--- config.mk ---
export PLATFORM = sky130hd
export DESIGN_NAME = usbdev_aon_wake_seq
export DESIGN_NICKNAME = d
export VERILOG_FILES = /design/src/rtl/usbdev_aon_wake_seq.sv
export SDC_FILE = /design/constraint.sdc
export NUM_CORES = 1
export LEC_CHECK = 0
export CORE_MARGIN = 1.5
export CORE_UTILIZATION = 40
export DETAILED_ROUTE_END_ITERATION = 8
export GPL_TIMING_DRIVEN = 0
export PLACE_DENSITY_LB_ADDON = 0.3
export SYNTH_ARGS = -nofsm -noshare
export SYNTH_HDL_FRONTEND = slang
export SYNTH_SLANG_ARGS = --single-unit
--- constraint.sdc ---
create_clock -name clk_aon_i -period 3.3 [get_ports clk_aon_i]
set_input_delay 0.495 -clock clk_aon_i [delete_from_list [all_inputs] [get_ports clk_aon_i]]
set_output_delay 0.495 -clock clk_aon_i [all_outputs]
set_load 0.02 [all_outputs]
--- src/rtl/usbdev_aon_wake_seq.sv ---
// AON wake sequencer: turns synchronized software suspend/ack pulses into the
// level handshake used by the USB AON wake detector, captures the wake cause
// into sticky status and reports wake / arm-failure events as single pulses.
module usbdev_aon_wake_seq #(
    parameter int unsigned SettleCycles = 4,
    parameter int unsigned ArmTimeout   = 16
) (
    input  logic       clk_aon_i,
    input  logic       rst_aon_ni,
    input  logic       suspend_req_i,
    input  logic       wake_ack_i,
    input  logic       wake_detect_active_i,
    input  logic       wake_req_i,
    input  logic       bus_not_idle_i,
    input  logic       bus_reset_i,
    input  logic       sense_lost_i,
    output logic       suspend_req_aon_o,
    output logic       wake_ack_aon_o,
    output logic       wake_evt_o,
    output logic       arm_err_o,
    output logic [2:0] cause_o,
    output logic [2:0] state_o,
    output logic       busy_o
);

    localparam logic [7:0] SettleLoad = 8'(SettleCycles - 1);
    localparam logic [7:0] ArmLoad    = 8'(ArmTimeout - 1);

    typedef enum logic [2:0] {
        StIdle    = 3'd0,
        StSettle  = 3'd1,
        StArm     = 3'd2,
        StMonitor = 3'd3,
        StWake    = 3'd4,
        StRelease = 3'd5
    } state_e;

    state_e     state;
    logic [7:0] count;
    logic       ack_pending;
    logic [2:0] flags;

    assign flags   = {sense_lost_i, bus_reset_i, bus_not_idle_i};
    assign state_o = state;

    // Sequencer state, down-counter and all registered outputs.
    always_ff @(posedge clk_aon_i or negedge rst_aon_ni) begin
        if (!rst_aon_ni) begin
            state             <= StIdle;
            count             <= '0;
            ack_pending       <= 1'b0;
            cause_o           <= '0;
            suspend_req_aon_o <= 1'b0;
            wake_ack_aon_o    <= 1'b0;
            wake_evt_o        <= 1'b0;
            arm_err_o         <= 1'b0;
            busy_o            <= 1'b0;
        end else begin
            wake_evt_o <= 1'b0;
            arm_err_o  <= 1'b0;
            case (state)
                StIdle: begin
                    if (suspend_req_i) begin
                        state   <= StSettle;
                        count   <= SettleLoad;
                        cause_o <= '0;
                        busy_o  <= 1'b1;
                    end
                end
                StSettle: begin
                    if (wake_ack_i) begin
                        state  <= StIdle;
                        busy_o <= 1'b0;
                    end else if (count == '0) begin
                        state             <= StArm;
                        count             <= ArmLoad;
                        suspend_req_aon_o <= 1'b1;
                    end else begin
                        count <= count - 8'd1;
                    end
                end
                StArm: begin
                    if (wake_ack_i) begin
                        state             <= StRelease;
                        suspend_req_aon_o <= 1'b0;
                        wake_ack_aon_o    <= 1'b1;
                    end else if (wake_detect_active_i) begin
                        state <= StMonitor;
                    end else if (count == '0) begin
                        state             <= StIdle;
                        arm_err_o         <= 1'b1;
                        suspend_req_aon_o <= 1'b0;
                        busy_o            <= 1'b0;
                    end else begin
                        count <= count - 8'd1;
                    end
                end
                StMonitor: begin
                    // A simultaneous ack is remembered so Wake hands over to
                    // Release after its single event cycle.
                    if (wake_req_i) begin
                        state             <= StWake;
                        cause_o           <= cause_o | flags;
                        ack_pending       <= wake_ack_i;
                        wake_evt_o        <= 1'b1;
                        suspend_req_aon_o <= 1'b0;
                    end else if (wake_ack_i) begin
                        state             <= StRelease;
                        suspend_req_aon_o <= 1'b0;
                        wake_ack_aon_o    <= 1'b1;
                    end else if (!wake_detect_active_i) begin
                        state             <= StIdle;
                        arm_err_o         <= 1'b1;
                        suspend_req_aon_o <= 1'b0;
                        busy_o            <= 1'b0;
                    end
                end
                StWake: begin
                    cause_o <= cause_o | flags;
                    if (wake_ack_i || ack_pending) begin
                        state          <= StRelease;
                        ack_pending    <= 1'b0;
                        wake_ack_aon_o <= 1'b1;
                    end
                end
                StRelease: begin
                    if (!wake_detect_active_i) begin
                        state          <= StIdle;
                        wake_ack_aon_o <= 1'b0;
                        busy_o         <= 1'b0;
                    end
                end
                default: begin
                    state             <= StIdle;
                    ack_pending       <= 1'b0;
                    suspend_req_aon_o <= 1'b0;
                    wake_ack_aon_o    <= 1'b0;
                    busy_o            <= 1'b0;
                end
            endcase
        end
    end

endmodule

==> reports/qor.yml, run 1 <==
drcViolationCount: 0
synth_edf_count: 0
r2r_cells: 5
clock.fmax_mhz: 421
area_delta_synth_final_pct: 21.4
fin_crit_ns: 2.38
cp.arrival_ns: 2.56
synth_cell_types: 46
hold_depth: 1
rows: 20
nets: 174
totalWireLength_um: 3070
hold_viol: 0
firstDrtPassIters: 4
cts_setup_buffers: 0
die_y_um: 58.9
synth-async-reset-ratio_pct: 100
cts_buffers: 3
detail_route.vias_per_cell: 6.09
fin_crit_sh_pct: 72.1
grt_use_total_pct: 18.7
yosysSeqAreaShare_pct: 40.1
worst_hold_slack_ns: 0.509
syn-cell-area_sq_mm: 0.00125
reg2reg_from: "state_o[1]"
overflow: 0
antenna_found_initial: 0
power_density_mw_per_mm2: 956
worst_slew_pin_slew_ns: 0.900
n_antenna_cell: 0
max-cap-violations: 0
critPathTopFamily: "buffers and inverters"
cp.required_ns: 3.48
die_x_um: 58.9
dp_hpwl_um: 2150
clock-root-buffer: "clkbuf_4"
clock_path_buffers: 2
ys_ff_latch: 20
grt_pass1_vias: 1092
antenna_left: 0
min_from: "count[0]"
hold_path.class: "flip-flop to flip-flop"
num_vias: 1194
fill_cells: 292
core_area_sq_mm: 0.00300
worstPathBufferInverterCount: 2
syn-num-nets: 150
path_cells: "clkdlybuf4s50_1 -> nor3b_1 -> o311ai_1 -> buf_2 -> or2_2 -> a22oi_1"
total_leakage_power_nw: 0.613
regToRegSetupSlack_ns: 1.12
gp_congestion: 0.959
startpoint_type: "input port"
clock_latency_ns: 0.32
cts_tree: "yes"
drt_iter0_markers: 70
clock_sinks: 20
crit_type: "input port to flip-flop"
ir_drop_v: 0.000312
drive_gt1_share_pct: 9.82
ys.flop_type: "dfrtp_1"
pre_cts_ws_ns: 0.622
grt_pass1_wl_um: 5020
cpMaxStageDelayCell: "o311ai_1"
finClkSkew_ns: 0.00693
die_area_sq_mm: 0.00347
numPortBuffers: 19
cts_hold_buf: 0
setup_viol: 0
clkTransAtPathRegs_ns: 0.12
slew_headroom_pct: 39.8
initial_core_util_pct: 41.6
grt_max_degree: 21
path_max_fanout: 10
r2r_end: "count[7]"
outcome: "complete, no violations"
whs_endpoint: "count[0]"
pin_count: 20
critPathCaptureType: "flip-flop"
cts-htree-levels: 1
routedWlPerCell_um: 15.6
crit_path_max_incr_delay_ns: 0.69
netlist_instances: 140
avgSynthCellArea_sq_um: 8.92
rsz0062_at_grt: "no"
fin_total_pwr_mw: 1.45
slew_violations: 0
ys.warnings.count: 0
fin_ws_ns: 0.922
setup-tns-final_ns: 0
cts_resized: 0
-- layer usage --
layer | share of wire (%) | vias to the layer above | GRT usage, %
met5 | 0 | - | 0
met4 | 1.7 | 0 | 7.79
met3 | 5.6 | 5 | 2.64
met2 | 46 | 41 | 29.8
met1 | 47 | 573 | 25.3
li1 | - | 575 | -
-- state kept, by name, indices dropped and copies added (netlist names) --
name               count
state_o                3
busy_o                 1
ack_pending            1
count                  8
wake_evt_o             1
wake_ack_aon_o         1
arm_err_o              1
suspend_req_aon_o      1
cause_o                3
-- Yosys cell counts, drive strengths merged (2+ instances only) --
| library cell | number | area (sq um) |
|---|---|---|
| clkbuf | 6 | 22.5 |
| o21ai | 7 | 35.0 |
| or3 | 3 | 20.0 |
| nand2 | 6 | 22.5 |
| or3b | 2 | 17.5 |
| o41ai | 2 | 17.5 |
| o32ai | 3 | 26.3 |
| buf | 3 | 13.8 |
| nor2 | 15 | 56.3 |
| a32o | 2 | 20.0 |
| o31ai | 2 | 15.0 |
| dfrtp | 20 | 500 |
| inv | 9 | 33.8 |
| nand3 | 2 | 10.0 |
| a21oi | 13 | 76.3 |
| or4b | 2 | 20.0 |
| nor3 | 4 | 20.0 |
| or4 | 7 | 58.8 |
| nand2b | 4 | 25.0 |
| nor4 | 3 | 18.8 |
| nor2b | 2 | 12.5 |
| o311ai | 2 | 17.5 |
| o22a | 2 | 17.5 |
| mux2i | 2 | 20.0 |
-- logic make-up after synthesis --
family                     share of synthesized area [%]
AOI/OAI and AO/OA                                   24.0
xor gates and xnor gates                           0.702
adders and majority gates                           1.00
buffers and inverters                               5.61
DFF                                                 40.1
muxes                                               1.60
and+or+nand+nor                                     27.1
-- per-stage QoR --
step	instances	util, %	instance area [sq um]
2_1_floorplan	140	-	1250
3_3_place_gp	192	49.3	1480
3_5_place_dp	192	49.3	1480
4_1_cts	196	50.5	1520
5_1_grt	196	50.5	1520
6_report	196	50.5	1520
-- how the worst max path moves through the flow --
stage | slack [ns] | to | from | cells past startpoint
floorplan | 1.23 | count[7] | state_o[1] | 5
global placement | 0.63 | count[1] | wake_detect_active_i | 6
detailed placement | 0.62 | count[1] | wake_detect_active_i | 6
CTS | 0.97 | count[1] | wake_detect_active_i | 6
global route | 0.83 | count[1] | wake_detect_active_i | 6
finish | 0.92 | count[1] | wake_detect_active_i | 6
-- power by group --
| part | internal (mW) | leakage (nW) | switching, mW | total, mW |
|---|---|---|---|---|
| combinational | 0.365 | 0.335 | 0.495 | 0.860 |
| sequential | 0.344 | 0.257 | 0.0954 | 0.439 |
| clock | 0.0675 | 0.0210 | 0.0829 | 0.150 |
| total | 0.777 | 0.613 | 0.673 | 1.45 |
-- layout by cell type (no fill, tap or decap), types with 4 or more instances in the layout --
master,instances
dfrtp_1,20
inv_1,9
nor3_1,4
clkdlybuf4s50_1,19
o21ai_0,7
nand2_1,6
clkbuf_1,6
nand2b_1,4
a21oi_1,12
or4_1,4
nor2_1,15
-- cell type report --
| cell class | instances | area (sq um) | share of cell area [%] |
|---|---|---|---|
| inverter | 9 | 33.8 | 2.23 |
| tap | 33 | 41.3 | 2.72 |
| timing repair buffer | 19 | 190 | 12.5 |
| multi-input combinational | 102 | 678 | 44.7 |
| clock buffer | 4 | 36.3 | 2.39 |
| sequential | 20 | 500 | 33.0 |
| buffer | 9 | 36.3 | 2.39 |
No activity file was read; power rests on OpenSTA's default activity.
==> run 2, diff against run 1 <==
==> constraint.sdc (replaced) <==
create_clock -name clk_aon_i -period 2.3 [get_ports clk_aon_i]
set_input_delay 0.345 -clock clk_aon_i [delete_from_list [all_inputs] [get_ports clk_aon_i]]
set_output_delay 0.345 -clock clk_aon_i [all_outputs]
set_load 0.02 [all_outputs]
==> run 2 against run 1 <==
Cell count did not move; cell area is 0.50% higher; clock power increased by 45%; via count did not move; largest cell class unchanged; flip-flop and latch count is the same; global-route usage stayed put; sequential power increased by 44%; non-clock buffer count unchanged; worst setup slack got worse by 0.80 ns; first-iteration DRC count down 8.6%; register-to-register slack lost 1.0 ns; hold slack about the same.
==> reports/qor.yml, run 2 (same netlist as run 1, synthesis figures left out) <==
outcome: "complete, no violations"
cts_tree: "yes"
nets: 174
rsz0062_at_grt: "no"
clock.fmax_mhz: 459
slew_headroom_pct: 39.8
cts_setup_buffers: 0
area_delta_synth_final_pct: 22.0
cts-htree-levels: 1
ir_drop_v: 0.000451
clock_sinks: 20
detail_route.vias_per_cell: 6.09
clock_latency_ns: 0.32
place_inst: 192
cts_resized: 0
clock_path_buffers: 2
initial_core_util_pct: 41.6
grt_use_total_pct: 18.7
grt_pass1_wl_um: 5020
drive_gt1_share_pct: 10.4
max-cap-violations: 0
clock-root-buffer: "clkbuf_4"
worst_slew_pin_slew_ns: 0.900
pre_cts_ws_ns: -0.228
mostFrequentLayoutCells: "dfrtp_1 (20), clkdlybuf4s50_1 (19), nor2_1 (15), a21oi_1 (12), inv_1 (9)"
cp.arrival_ns: 2.40
firstDrtPassIters: 4
routedWlPerCell_um: 15.5
final_core_util_pct: 50.7
final_common_cell: "dfrtp_1"
fin_crit_sh_pct: 94.7
num_vias: 1194
core_area_sq_mm: 0.00300
antenna_left: 0
fin_cells: 196
pwr-share-seq_pct: 30.2
rows: 20
dp_hpwl_um: 2150
finClkSkew_ns: 0.00592
gp_congestion: 0.959
die_y_um: 58.9
hold_path.class: "flip-flop to flip-flop"
cts_hold_buf: 0
switching_power_uw: 971
crit_type: "flip-flop to flip-flop"
hold_viol: 0
numPortBuffers: 19
critPathCaptureType: "flip-flop"
clkTransAtPathRegs_ns: 0.12
total_leakage_power_nw: 0.614
setup_viol: 0
p_comb_share_pct: 59.5
startpoint_type: "flip-flop"
path_max_fanout: 10
setup-tns-final_ns: 0
p_int_mw: 1.12
antenna_found_initial: 0
overflow: 0
fin_crit_ns: 2.18
cp.required_ns: 2.52
cts_buffers: 3
largest_register_ffs: 8
pin_count: 20
grt_max_degree: 21
slew_violations: 0
fin_ws_ns: 0.122
power_density_mw_per_mm2: 1370
switching_share_pct: 46.4
clkPwrFrac_pct: 10.4
n_antenna_cell: 0
totalWireLength_um: 3040
die_x_um: 58.9
die_area_sq_mm: 0.00347
drcViolationCount: 0
largest-register: "count"
drt_iter0_markers: 64
grt_pass1_vias: 1092
fin_total_pwr_mw: 2.09
run 2: stage by stage:
step | hold WS, ns | instance area (sq um)
floorplan | 0.0494 | 1250
global placement | 0.476 | 1480
detailed placement | 0.491 | 1480
CTS | 0.519 | 1520
global route | 0.544 | 1520
finish | 0.509 | 1520
run 2: worst max-delay path, cell delays in order (launching register included):
cell and delay [ns]:
dfrtp_1 0.45, clkbuf_1 0.23, or3b_2 0.53, or4_4 0.47, a21oi_4 0.21, and3b_1 0.19
run 2: worst paths after layout:
kind | startpoint | end | slack (ns) | depth (start not counted)
worst max-delay path | state_o[1] | count[7] | 0.12 | 5
worst min-delay path | count[0] | count[0] | 0.51 | 1
worst max register to register | state_o[1] | count[7] | 0.12 | 5
worst min register to register | count[0] | count[0] | 0.51 | 1
max in group asynchronous | rst_aon_ni | ack_pending | 1.23 | 1
min in group asynchronous | rst_aon_ni | state_o[1] | 0.52 | 1
run 2: power groups by stage:
stage | Clock (mW) | Combinational, mW | Sequential (mW)
after floorplan | 0 | 0.777 | 0.695
after global placement | 0 | 1.19 | 0.623
after detailed placement | 0 | 1.22 | 0.634
after CTS | 0.221 | 1.23 | 0.631
after global routing | 0.232 | 1.36 | 0.658
final | 0.217 | 1.24 | 0.631
run 2: layout make-up:
type,count,area (sq um)
Inverter,9,33.8
Tap cell,33,41.3
Sequential cell,20,500
Multi-Input combinational cell,102,686
Buffer,9,36.3
Fill cell,291,1480
Timing Repair Buffer,19,190
Clock buffer,4,36.3
run 2: routing by layer:
layer,up-vias,GRT usage (%),part of all wire (%)
met5,-,0,0
met4,0,7.79,1.1
met3,3,2.64,4.8
met2,41,29.8,47
met1,577,25.3,47
li1,573,-,-
==> run 3, diff against run 2 <==
--- a/config.mk
+++ b/config.mk
@@ -9,7 +9,6 @@
 export CORE_UTILIZATION = 40
 export DETAILED_ROUTE_END_ITERATION = 8
 export GPL_TIMING_DRIVEN = 0
-export PLACE_DENSITY_LB_ADDON = 0.3
 export SYNTH_ARGS = -nofsm -noshare
 export SYNTH_HDL_FRONTEND = slang
 export SYNTH_SLANG_ARGS = --single-unit
==> run 3 against run 2 <==
Sequential share of layout area fell by 0.11 points; global-route usage increased by 1.5 points; register-to-register slack worse by 0.02 ns; non-clock buffer count is the same; utilization grew 0.17 points; sequential power hardly changed; clock power barely moved; via count fell by 1.2%; flip-flop and latch count did not move.
==> reports/qor.yml, run 3 (same netlist as run 1, synthesis figures left out) <==
grt_pass1_vias: 1094
switching_share_pct: 46.8
fin_crit_ns: 2.19
largest-register: "count"
drt_iter0_markers: 67
clkPwrFrac_pct: 10.4
cts_tree: "yes"
slew_headroom_pct: 40.0
rows: 20
critPathTopFamily: "simple AND/OR/NAND/NOR gates"
worstPathBufferInverterCount: 1
initial_core_util_pct: 41.6
max-cap-violations: 0
area_delta_synth_final_pct: 22.4
numPortBuffers: 19
slew_violations: 0
drcViolationCount: 0
critPathCaptureType: "flip-flop"
total_leakage_power_nw: 0.618
fill_cells: 309
grt_pass1_wl_um: 5260
grt_use_total_pct: 20.2
multiInputGateArea_sq_um: 691
clock-root-buffer: "clkbuf_4"
worst_slew_pin_slew_ns: 0.897
clock_path_buffers: 2
hold_path.class: "input port to asynchronous set/reset pin"
dp_hpwl_um: 2200
detail_route.vias_per_cell: 6.02
firstDrtPassIters: 4
regArea_sq_um: 500
totalWireLength_um: 3130
pre_cts_ws_ns: -0.333
antenna_found_initial: 0
drive_gt1_share_pct: 11.0
routedWlPerCell_um: 16.0
cpMaxStageDelayCell: "or3b_2"
fin_ws_ns: 0.106
power_density_mw_per_mm2: 1380
switching_power_uw: 985
p_comb_share_pct: 59.5
rsz0062_at_grt: "no"
antenna_left: 0
setup-tns-final_ns: 0
n_antenna_cell: 0
clock.fmax_mhz: 456
die_area_sq_mm: 0.00347
endpoint: "count[7]"
path_cells: "clkbuf_1 -> or3b_2 -> or4_4 -> a21oi_4 -> and3b_1"
cts-htree-levels: 1
clock_sinks: 20
reg2reg_from: "state_o[1]"
finClkSkew_ns: 0.0127
cp.required_ns: 2.53
crit_path_max_incr_delay_ns: 0.54
ir_drop_v: 0.000477
final_common_cell: "dfrtp_1"
pwr-share-seq_pct: 30.0
r2r_cells: 5
cp.depth: 5
startpoint: "state_o[1]"
largest_register_ffs: 8
die_x_um: 58.9
cts_buffers: 3
path_max_fanout: 10
crit_type: "flip-flop to flip-flop"
fin_crit_sh_pct: 95.4
core_area_sq_mm: 0.00300
clkTransAtPathRegs_ns: 0.13
die_y_um: 58.9
p_int_mw: 1.12
regToRegSetupSlack_ns: 0.11
cp.arrival_ns: 2.42
pin_count: 20
num_vias: 1180
nets: 174
mostFrequentLayoutCells: "dfrtp_1 (20), clkdlybuf4s50_1 (19), nor2_1 (15), a21oi_1 (12), inv_1 (9)"
clock_latency_ns: 0.32
overflow: 0
startpoint_type: "flip-flop"
grt_max_degree: 21
outcome: "complete, no violations"
gp_congestion: 0.904
hold_viol: 0
r2r_end: "count[7]"
setup_viol: 0
## run 3: repair_timing
action / CTS / global route
setup buffers: 0 / 0
hold endpoints to repair: 0 / 0
gates resized for setup: 0 / 3
endpoints found under the setup margin: 0 / 10
hold buffers: 0 / 0
## run 3: final cells by class
class	count	area share [%]
Multi-Input combinational cell	102	45.2
Sequential cell	20	32.7
Timing Repair Buffer	19	12.4
Tap cell	33	2.70
Clock buffer	4	2.37
Buffer	9	2.37
Inverter	9	2.21
## run 3: worst register-to-register path: cells and delay by family (launching register included)
kind                   cells  cell delay [ns]
AOI/OAI and AO/OA          1             0.21
buffers and inverters      1             0.23
DFF                        1             0.45
and+or+nand+nor            3             1.21
## run 3: how the worst min path moves through the flow
stage / to / slack, ns / depth (start not counted)
2_1_floorplan: ack_pending / 0.05 / 0
3_3_place_gp: count[0] / 0.48 / 1
3_5_place_dp: cause_o[2] / 0.49 / 2
4_1_cts: count[0] / 0.51 / 1
5_1_grt: count[0] / 0.56 / 1
6_report: count[6] / 0.51 / 1
## run 3: through the flow
| step | area [sq um] | instances | hold WS [ns] | utilization (%) | power [mW] |
|---|---|---|---|---|---|
| floorplan | 1250 | 140 | 0.0494 | - | 1.47 |
| global placement | 1480 | 192 | 0.478 | 49.3 | 1.83 |
| detailed placement | 1480 | 192 | 0.490 | 49.3 | 1.86 |
| CTS | 1520 | 196 | 0.514 | 50.5 | 2.08 |
| global route | 1530 | 196 | 0.558 | 50.9 | 2.29 |
| finish | 1530 | 196 | 0.510 | 50.9 | 2.11 |
## run 3: layer usage
metal / up-vias / GRT usage [%] / share of wire [%]
met5: - / 0 / 0
met4: 0 / 9.74 / 1.9
met3: 4 / 1.98 / 3.3
met2: 37 / 30.5 / 42
met1: 568 / 28.8 / 53
li1: 571 / - / -
## run 3: power by group through the flow
stage	sequential, mW	combinational, mW	clock, mW
after global routing	0.660	1.39	0.238
after detailed placement	0.634	1.22	0
after floorplan	0.695	0.777	0
final	0.633	1.25	0.219
after CTS	0.627	1.23	0.222
after global placement	0.626	1.20	0
